[config.mk]
export PLATFORM = sky130hd
export DESIGN_NAME = axi_err_slave
export DESIGN_NICKNAME = d
export VERILOG_FILES = /design/src/rtl/axi_err_slave.sv
export SDC_FILE = /design/constraint.sdc
export NUM_CORES = 1
export LEC_CHECK = 0
export ABC_AREA = 1
export CAP_MARGIN = 40
export CORE_ASPECT_RATIO = 1.1
export CORE_MARGIN = 2
export CORE_UTILIZATION = 29
export DETAILED_ROUTE_END_ITERATION = 8
export HOLD_SLACK_MARGIN = 0.1
export PLACE_DENSITY_LB_ADDON = 0.2
export SLEW_MARGIN = 15
export SYNTH_ARGS = -nofsm -noshare
export SYNTH_HDL_FRONTEND = slang
export SYNTH_SLANG_ARGS = --single-unit
[constraint.sdc]
create_clock -name i_clk -period 2.8 [get_ports i_clk]
set_input_delay 0.56 -clock i_clk [delete_from_list [all_inputs] [get_ports i_clk]]
set_output_delay 0.56 -clock i_clk [all_outputs]
set_load 0.005 [all_outputs]
[src/rtl/axi_err_slave.sv]
// AXI default/error slave: terminates every read and write with DECERR.
// Define AXI_ERR_SLAVE_LOG_EN (simulation only) to print AW/AR handshakes.
module axi_err_slave #(
   parameter int unsigned ADDR_WIDTH = 32,
   parameter int unsigned DATA_WIDTH = 32,
   parameter int unsigned ID_WIDTH   = 4
) (
   input  logic                  i_clk,
   input  logic                  i_rst_n,
   input  logic                  awvalid,
   output logic                  awready,
   input  logic [ADDR_WIDTH-1:0] awaddr,
   input  logic [ID_WIDTH-1:0]   awid,
   input  logic                  wvalid,
   output logic                  wready,
   input  logic                  wlast,
   output logic                  bvalid,
   input  logic                  bready,
   output logic [1:0]            bresp,
   output logic [ID_WIDTH-1:0]   bid,
   input  logic                  arvalid,
   output logic                  arready,
   input  logic [ADDR_WIDTH-1:0] araddr,
   input  logic [ID_WIDTH-1:0]   arid,
   input  logic [7:0]            arlen,
   output logic                  rvalid,
   input  logic                  rready,
   output logic [DATA_WIDTH-1:0] rdata,
   output logic [1:0]            rresp,
   output logic                  rlast,
   output logic [ID_WIDTH-1:0]   rid
);

   typedef enum logic [1:0] {W_IDLE, W_DATA, W_RESP} w_state_t;
   typedef enum logic {R_IDLE, R_DATA} r_state_t;

   w_state_t  w_state;
   r_state_t  r_state;
   logic [7:0] beat_cnt;
   logic [7:0] burst_len;

   assign bresp = 2'b11;
   assign rresp = 2'b11;
   assign rdata = '0;

   always_ff @(posedge i_clk or negedge i_rst_n) begin
      if (!i_rst_n) begin
         w_state <= W_IDLE;
         awready <= 1'b1;
         wready  <= 1'b0;
         bvalid  <= 1'b0;
         bid     <= '0;
      end else begin
         case (w_state)
            W_IDLE: if (awvalid && awready) begin
               bid     <= awid;
               awready <= 1'b0;
               wready  <= 1'b1;
               w_state <= W_DATA;
            end
            W_DATA: if (wvalid && wready && wlast) begin
               wready  <= 1'b0;
               bvalid  <= 1'b1;
               w_state <= W_RESP;
            end
            W_RESP: if (bready) begin
               bvalid  <= 1'b0;
               awready <= 1'b1;
               w_state <= W_IDLE;
            end
            default: w_state <= W_IDLE;
         endcase
      end
   end

   // rlast is precomputed from the next counter value so it is valid with its beat
   always_ff @(posedge i_clk or negedge i_rst_n) begin
      if (!i_rst_n) begin
         r_state   <= R_IDLE;
         arready   <= 1'b1;
         rvalid    <= 1'b0;
         rlast     <= 1'b0;
         rid       <= '0;
         beat_cnt  <= '0;
         burst_len <= '0;
      end else begin
         case (r_state)
            R_IDLE: if (arvalid && arready) begin
               rid       <= arid;
               burst_len <= arlen;
               beat_cnt  <= '0;
               arready   <= 1'b0;
               rvalid    <= 1'b1;
               rlast     <= (arlen == 8'd0);
               r_state   <= R_DATA;
            end
            R_DATA: if (rready) begin
               if (rlast) begin
                  rvalid  <= 1'b0;
                  rlast   <= 1'b0;
                  arready <= 1'b1;
                  r_state <= R_IDLE;
               end else begin
                  beat_cnt <= beat_cnt + 8'd1;
                  rlast    <= ((beat_cnt + 8'd1) == burst_len);
               end
            end
            default: r_state <= R_IDLE;
         endcase
      end
   end

`ifdef AXI_ERR_SLAVE_LOG_EN
   always_ff @(posedge i_clk) begin
      if (i_rst_n && awvalid && awready)
         $display("axi_err_slave: AW addr=%h id=%h -> DECERR", awaddr, awid);
      if (i_rst_n && arvalid && arready)
         $display("axi_err_slave: AR addr=%h id=%h -> DECERR", araddr, arid);
   end
`else
   logic unused_addr;
   assign unused_addr = ^{awaddr, araddr};
`endif

endmodule

==> results_dict.tcl, run 1 <==
set metrics [dict create \
    hold_class "register to register" \
    drive_gt1_share_pct 8.90 \
    drt_iter0_markers 40 \
    status "completed" \
    met1Wirelength_um 1740 \
    avgSynthCellArea_um2 7.95 \
    htree_levels 2 \
    drtPass1Iterations 4 \
    area_growth_pct 21.8 \
    rsz0062_at_grt "false" \
    setup_viol 0 \
    grt_usage_pct 12.1 \
    mostFrequentLayoutCell "nand2_1" \
    max_cap_viol_count 0 \
    crit_type "register to output port" \
    wl_um 4010 \
    p_leak_nw 1.11 \
    layout_common_cells "nand2_1, clkdlybuf4s50_1, conb_1, dfrtp_1, inv_1" \
    synth_area_mm2 0.00189 \
    worst-path-buf-inv 1 \
    holdBufCountCts 0 \
    grt_overflow 0 \
    dr_wl_met3_um 264 \
    num_vias 1542 \
    rr_worst_depth 9 \
    pwr_density_cell_mw_per_mm2 898 \
    grt_pass1_wl_um 6620 \
    ios 138 \
    crit_family "flip-flops" \
    cp-end-kind "output port" \
    crit_arrival_ns 1.35 \
    die_y_um 88.7 \
    grt_max_degree 34 \
    fin_ws_ns 0.886 \
    numPortBuffers 37 \
    cts_tree "yes" \
    cp_max_fo 3 \
    dp_slack_ns 0.859 \
    post-route-period-util_pct 68.4 \
    cp.depth 1 \
    fin_skew_ns 0.0101 \
    coreArea_mm2 0.00623 \
    slew_viol_final 0 \
    cts_buffer_depth 2 \
    cts-resized-gates 0 \
    cts_setup_buffers 0 \
    start_util_pct 30.4 \
    vdd_drop_max_mv 0.360 \
    clk_pin_slew_ns 0.07 \
    top_layer "met4" \
    synth-seq-cells 33 \
    synth.distinct_cells 27 \
    root_buffer "clkbuf_8" \
    syn_inst 238 \
    viasPerCell 4.27 \
    antenna_cells 0 \
    wl_per_cell_um 11.1 \
    numCtsBuffers 5 \
    dieArea_mm2 0.00719 \
    drtAntennaViolNets 0 \
    fp.dieW_um 81.0 \
    met2_length_um 1960 \
    setup_tns_ns 0 \
    crit_required_ns 2.24 \
    yosys_warnings 0 \
    synth-seq-area-share_pct 43.8 \
    max_stage_delay_ns 0.56 \
    grt_pass1_vias 1446 \
    crit_slowest_cell "dfstp_2" \
    nNetsFinal 369 \
    max_freq_mhz 523 \
    placementRows 30 \
    clock-sinks 33 \
    clk-insertion-delay-late_ns 0.29 \
    crit_chain "clkdlybuf4s50_1" \
    antenna_found_initial 0 \
    drcViolationCount 0 \
    hold_viol 0 \
    hpwlAfterDp_um 3060 \
    min_path_cells 2 \
    gp_congestion 0.809 \
    final.min_clock_period_ns 1.91 \
    critPathLaunchType "register" \
]
-- state kept, by name, summed over array words and instances (netlist names) --
name and cells:
rvalid 1, bid 4, burst_len 8, awready 1, arready 1, wready 1
r_state 1, beat_cnt 8, rid 4, w_state 2, bvalid 1, rlast 1
-- routing by layer --
metal  up-vias  global-route usage, %
met4         0                   3.70
met5         -                      0
met3         8                   4.69
li1        764                      -
met2        53                   20.9
met1       717                   13.8
-- area by class of cell --
cell class	count	area, um2
inverters	30	113
flip-flops and latches	33	828
clock inverters	2	10.0
repair buffers	39	385
clock buffers	6	72.6
multi-input cells	171	796
well taps	80	100
fillers	671	3930
-- cells in the mapped netlist --
library cell	n	area [um2]
a21oi_1	3	15.0
a31oi_1	1	6.26
buf_2	1	5.00
buf_4	37	278
conb_1	2	7.51
dfrtp_1	31	776
dfstp_2	2	52.6
ha_1	1	12.5
inv_1	27	101
inv_2	3	11.3
mux2_2	4	45.0
nand2_1	55	206
nand2_2	1	6.26
nand3_1	25	125
nand3_2	1	10.0
nor2_1	12	45.0
nor2_2	4	25.0
nor2_4	1	11.3
nor3_1	1	5.00
nor4_1	2	12.5
o211ai_1	1	7.51
o21a_1	1	7.51
o21ai_0	15	75.1
o21ai_1	2	10.0
o21bai_1	1	7.51
o22ai_1	3	18.8
xnor2_1	1	8.76
-- per-stage QoR --
step / hold slack [ns] / power (mW) / instance area [um2] / std cells / util [%]
2_1_floorplan: 0.264 / 1.39 / 2020 / 272 / -
3_3_place_gp: 0.464 / 1.73 / 2220 / 353 / 35.7
3_5_place_dp: 0.469 / 1.74 / 2220 / 353 / 35.7
4_1_cts: 0.489 / 2.10 / 2300 / 361 / 37.0
5_1_grt: 0.504 / 2.26 / 2300 / 361 / 37.0
6_report: 0.484 / 2.07 / 2300 / 361 / 37.0
-- cell families (layout without fill, tap and decap cells) --
group / count (synthesis) / in the layout / synth area share, %
AOI/OAI and AO/OA: 27 / 27 / 7.80
xor gates and xnor gates: 1 / 1 / 0.463
adders and majority gates: 1 / 1 / 0.661
buffers and inverters: 68 / 77 / 20.9
DFF: 33 / 33 / 43.8
muxes: 4 / 4 / 2.38
other: 2 / 36 / 0.397
and+or+nand+nor: 102 / 102 / 23.6
-- final timing paths --
check | to | from | slack (ns)
max | arready | arready$_DFFE_PN1P_ | 0.89
min | rid[3]$_DFFE_PN0P_ | rid[3]$_DFFE_PN0P_ | 0.48
max reg2reg | rlast$_DFFE_PN0P_ | beat_cnt[0]$_DFFE_PN0P_ | 1.18
min reg2reg | rid[3]$_DFFE_PN0P_ | rid[3]$_DFFE_PN0P_ | 0.48
max in group asynchronous | awready$_DFFE_PN1P_ | i_rst_n | 1.77
min in group asynchronous | bid[3]$_DFFE_PN0P_ | i_rst_n | 0.68
-- power by group --
part / total [mW] / internal [mW] / switching, mW
clock: 0.348 / 0.172 / 0.176
sequential: 0.852 / 0.701 / 0.152
combinational: 0.871 / 0.419 / 0.452
total: 2.07 / 1.29 / 0.779
Note: power is estimated with default switching activity, not from simulation.
==> run 2, diff against run 1 <==
==> constraint.sdc (replaced) <==
create_clock -name i_clk -period 2 [get_ports i_clk]
set_input_delay 0.4 -clock i_clk [delete_from_list [all_inputs] [get_ports i_clk]]
set_output_delay 0.4 -clock i_clk [all_outputs]
set_load 0.005 [all_outputs]
==> results_dict.tcl, run 2 (synthesis gave the netlist of run 1 again) <==
set metrics [dict create \
    numPortBuffers 37 \
    numCtsBuffers 5 \
    crit_slowest_cell "dfstp_2" \
    setup_viol 0 \
    slew_viol_final 0 \
    antenna_cells 0 \
    crit_chain "clkdlybuf4s50_1" \
    wl_um 3990 \
    top_layer "met4" \
    wl_per_cell_um 11.0 \
    crit_required_ns 1.60 \
    num_vias 1525 \
    layout_common_cells "nand2_1, clkdlybuf4s50_1, conb_1, dfrtp_1, inv_1" \
    place_area_mm2 0.00224 \
    clk-insertion-delay-late_ns 0.28 \
    dr_wl_met3_um 248 \
    start_util_pct 30.4 \
    max_freq_mhz 572 \
    nFillCells 677 \
    grt_usage_pct 12.5 \
    hold_viol 0 \
    cts_tree "yes" \
    viasPerCell 4.21 \
    die_y_um 88.7 \
    crit_family "flip-flops" \
    grt_pass1_wl_um 6850 \
    fin_skew_ns 0.00216 \
    drtAntennaViolNets 0 \
    pwr_density_cell_mw_per_mm2 1260 \
    regArea_um2 828 \
    drtPass1Iterations 4 \
    rsz0062_at_grt "false" \
    p_leak_nw 1.12 \
    clk_pin_slew_ns 0.06 \
    placementRows 30 \
    vdd_drop_max_mv 0.528 \
    ios 138 \
    final.min_clock_period_ns 1.75 \
    max_stage_delay_ns 0.55 \
    cp-end-kind "output port" \
    met1Wirelength_um 1670 \
    multi_input_area_um2 796 \
    holdBufCountCts 0 \
    cts_setup_buffers 0 \
    cp_max_fo 3 \
    grt_pass1_vias 1482 \
    crit_arrival_ns 1.35 \
    mostFrequentLayoutCell "nand2_1" \
    nNetsFinal 371 \
    drt_iter0_markers 69 \
    htree_levels 2 \
    area_growth_pct 22.8 \
    drive_gt1_share_pct 9.22 \
    gp_congestion 0.828 \
    critPathLaunchType "register" \
    status "completed" \
    post-route-period-util_pct 87.4 \
    antenna_found_initial 0 \
    drcViolationCount 0 \
    coreArea_mm2 0.00623 \
    met2_length_um 2000 \
    clock-sinks 33 \
    reg.largest.list "beat_cnt (8), burst_len (8)" \
    cts-resized-gates 0 \
    dieArea_mm2 0.00719 \
    hpwlAfterDp_um 3120 \
    setup_tns_ns 0 \
    cts_buffer_depth 2 \
    grt_max_degree 34 \
    crit_type "register to output port" \
    max_cap_viol_count 0 \
    fp.dieW_um 81.0 \
    finish.instance_area_mm2 0.00232 \
    hold_class "register to register" \
    worst-path-buf-inv 1 \
    root_buffer "clkbuf_8" \
    grt_overflow 0 \
]
-- run 2: cell types whose count changed in the layout (fill, tap and decap cells not counted), sizes merged --
cell / previous run / this run
clkinv: 2 / 0
buf: 2 / 4
clkbuf: 6 / 7
-- run 2: final cells by class --
| class | instances | share of cell area [%] |
|---|---|---|
| Sequential cell | 33 | 35.6 |
| Multi-Input combinational cell | 171 | 34.2 |
| Timing Repair Buffer | 41 | 17.2 |
| Inverter | 30 | 4.85 |
| Tap cell | 80 | 4.31 |
| Clock buffer | 7 | 3.72 |
-- run 2: routing by layer --
metal | GRT usage [%] | vias to the layer above
met3 | 3.78 | 8
li1 | - | 770
met5 | 0 | -
met1 | 14.9 | 697
met4 | 4.62 | 0
met2 | 21.1 | 50
-- run 2: worst paths after layout --
check	from	endpoint	slack [ns]	depth (start not counted)
worst max-delay path	arready$_DFFE_PN1P_	arready	0.25	1
max in group asynchronous	i_rst_n	awready$_DFFE_PN1P_	1.14	2
min in group asynchronous	i_rst_n	bid[2]$_DFFE_PN0P_	0.52	2
worst min-delay path	rid[3]$_DFFE_PN0P_	rid[3]$_DFFE_PN0P_	0.48	2
worst min register to register	rid[3]$_DFFE_PN0P_	rid[3]$_DFFE_PN0P_	0.48	2
worst max register to register	beat_cnt[0]$_DFFE_PN0P_	rlast$_DFFE_PN0P_	0.45	9
-- run 2: through the flow --
stage | setup WS [ns] | std cells | hold WS, ns | util (%) | total power, mW
floorplan | 0.668 | 272 | 0.104 | - | 1.94
global placement | 0.327 | 355 | 0.464 | 35.9 | 2.44
detailed placement | 0.297 | 355 | 0.472 | 35.9 | 2.45
CTS | 0.231 | 362 | 0.493 | 37.3 | 2.99
global route | 0.209 | 362 | 0.513 | 37.3 | 3.21
finish | 0.251 | 362 | 0.482 | 37.3 | 2.94
-- run 2: where the power goes --
part	switching (mW)	internal [mW]	leakage (nW)
clock network	0.241	0.273	0.0443
registers	0.212	0.981	0.410
logic	0.636	0.593	0.670
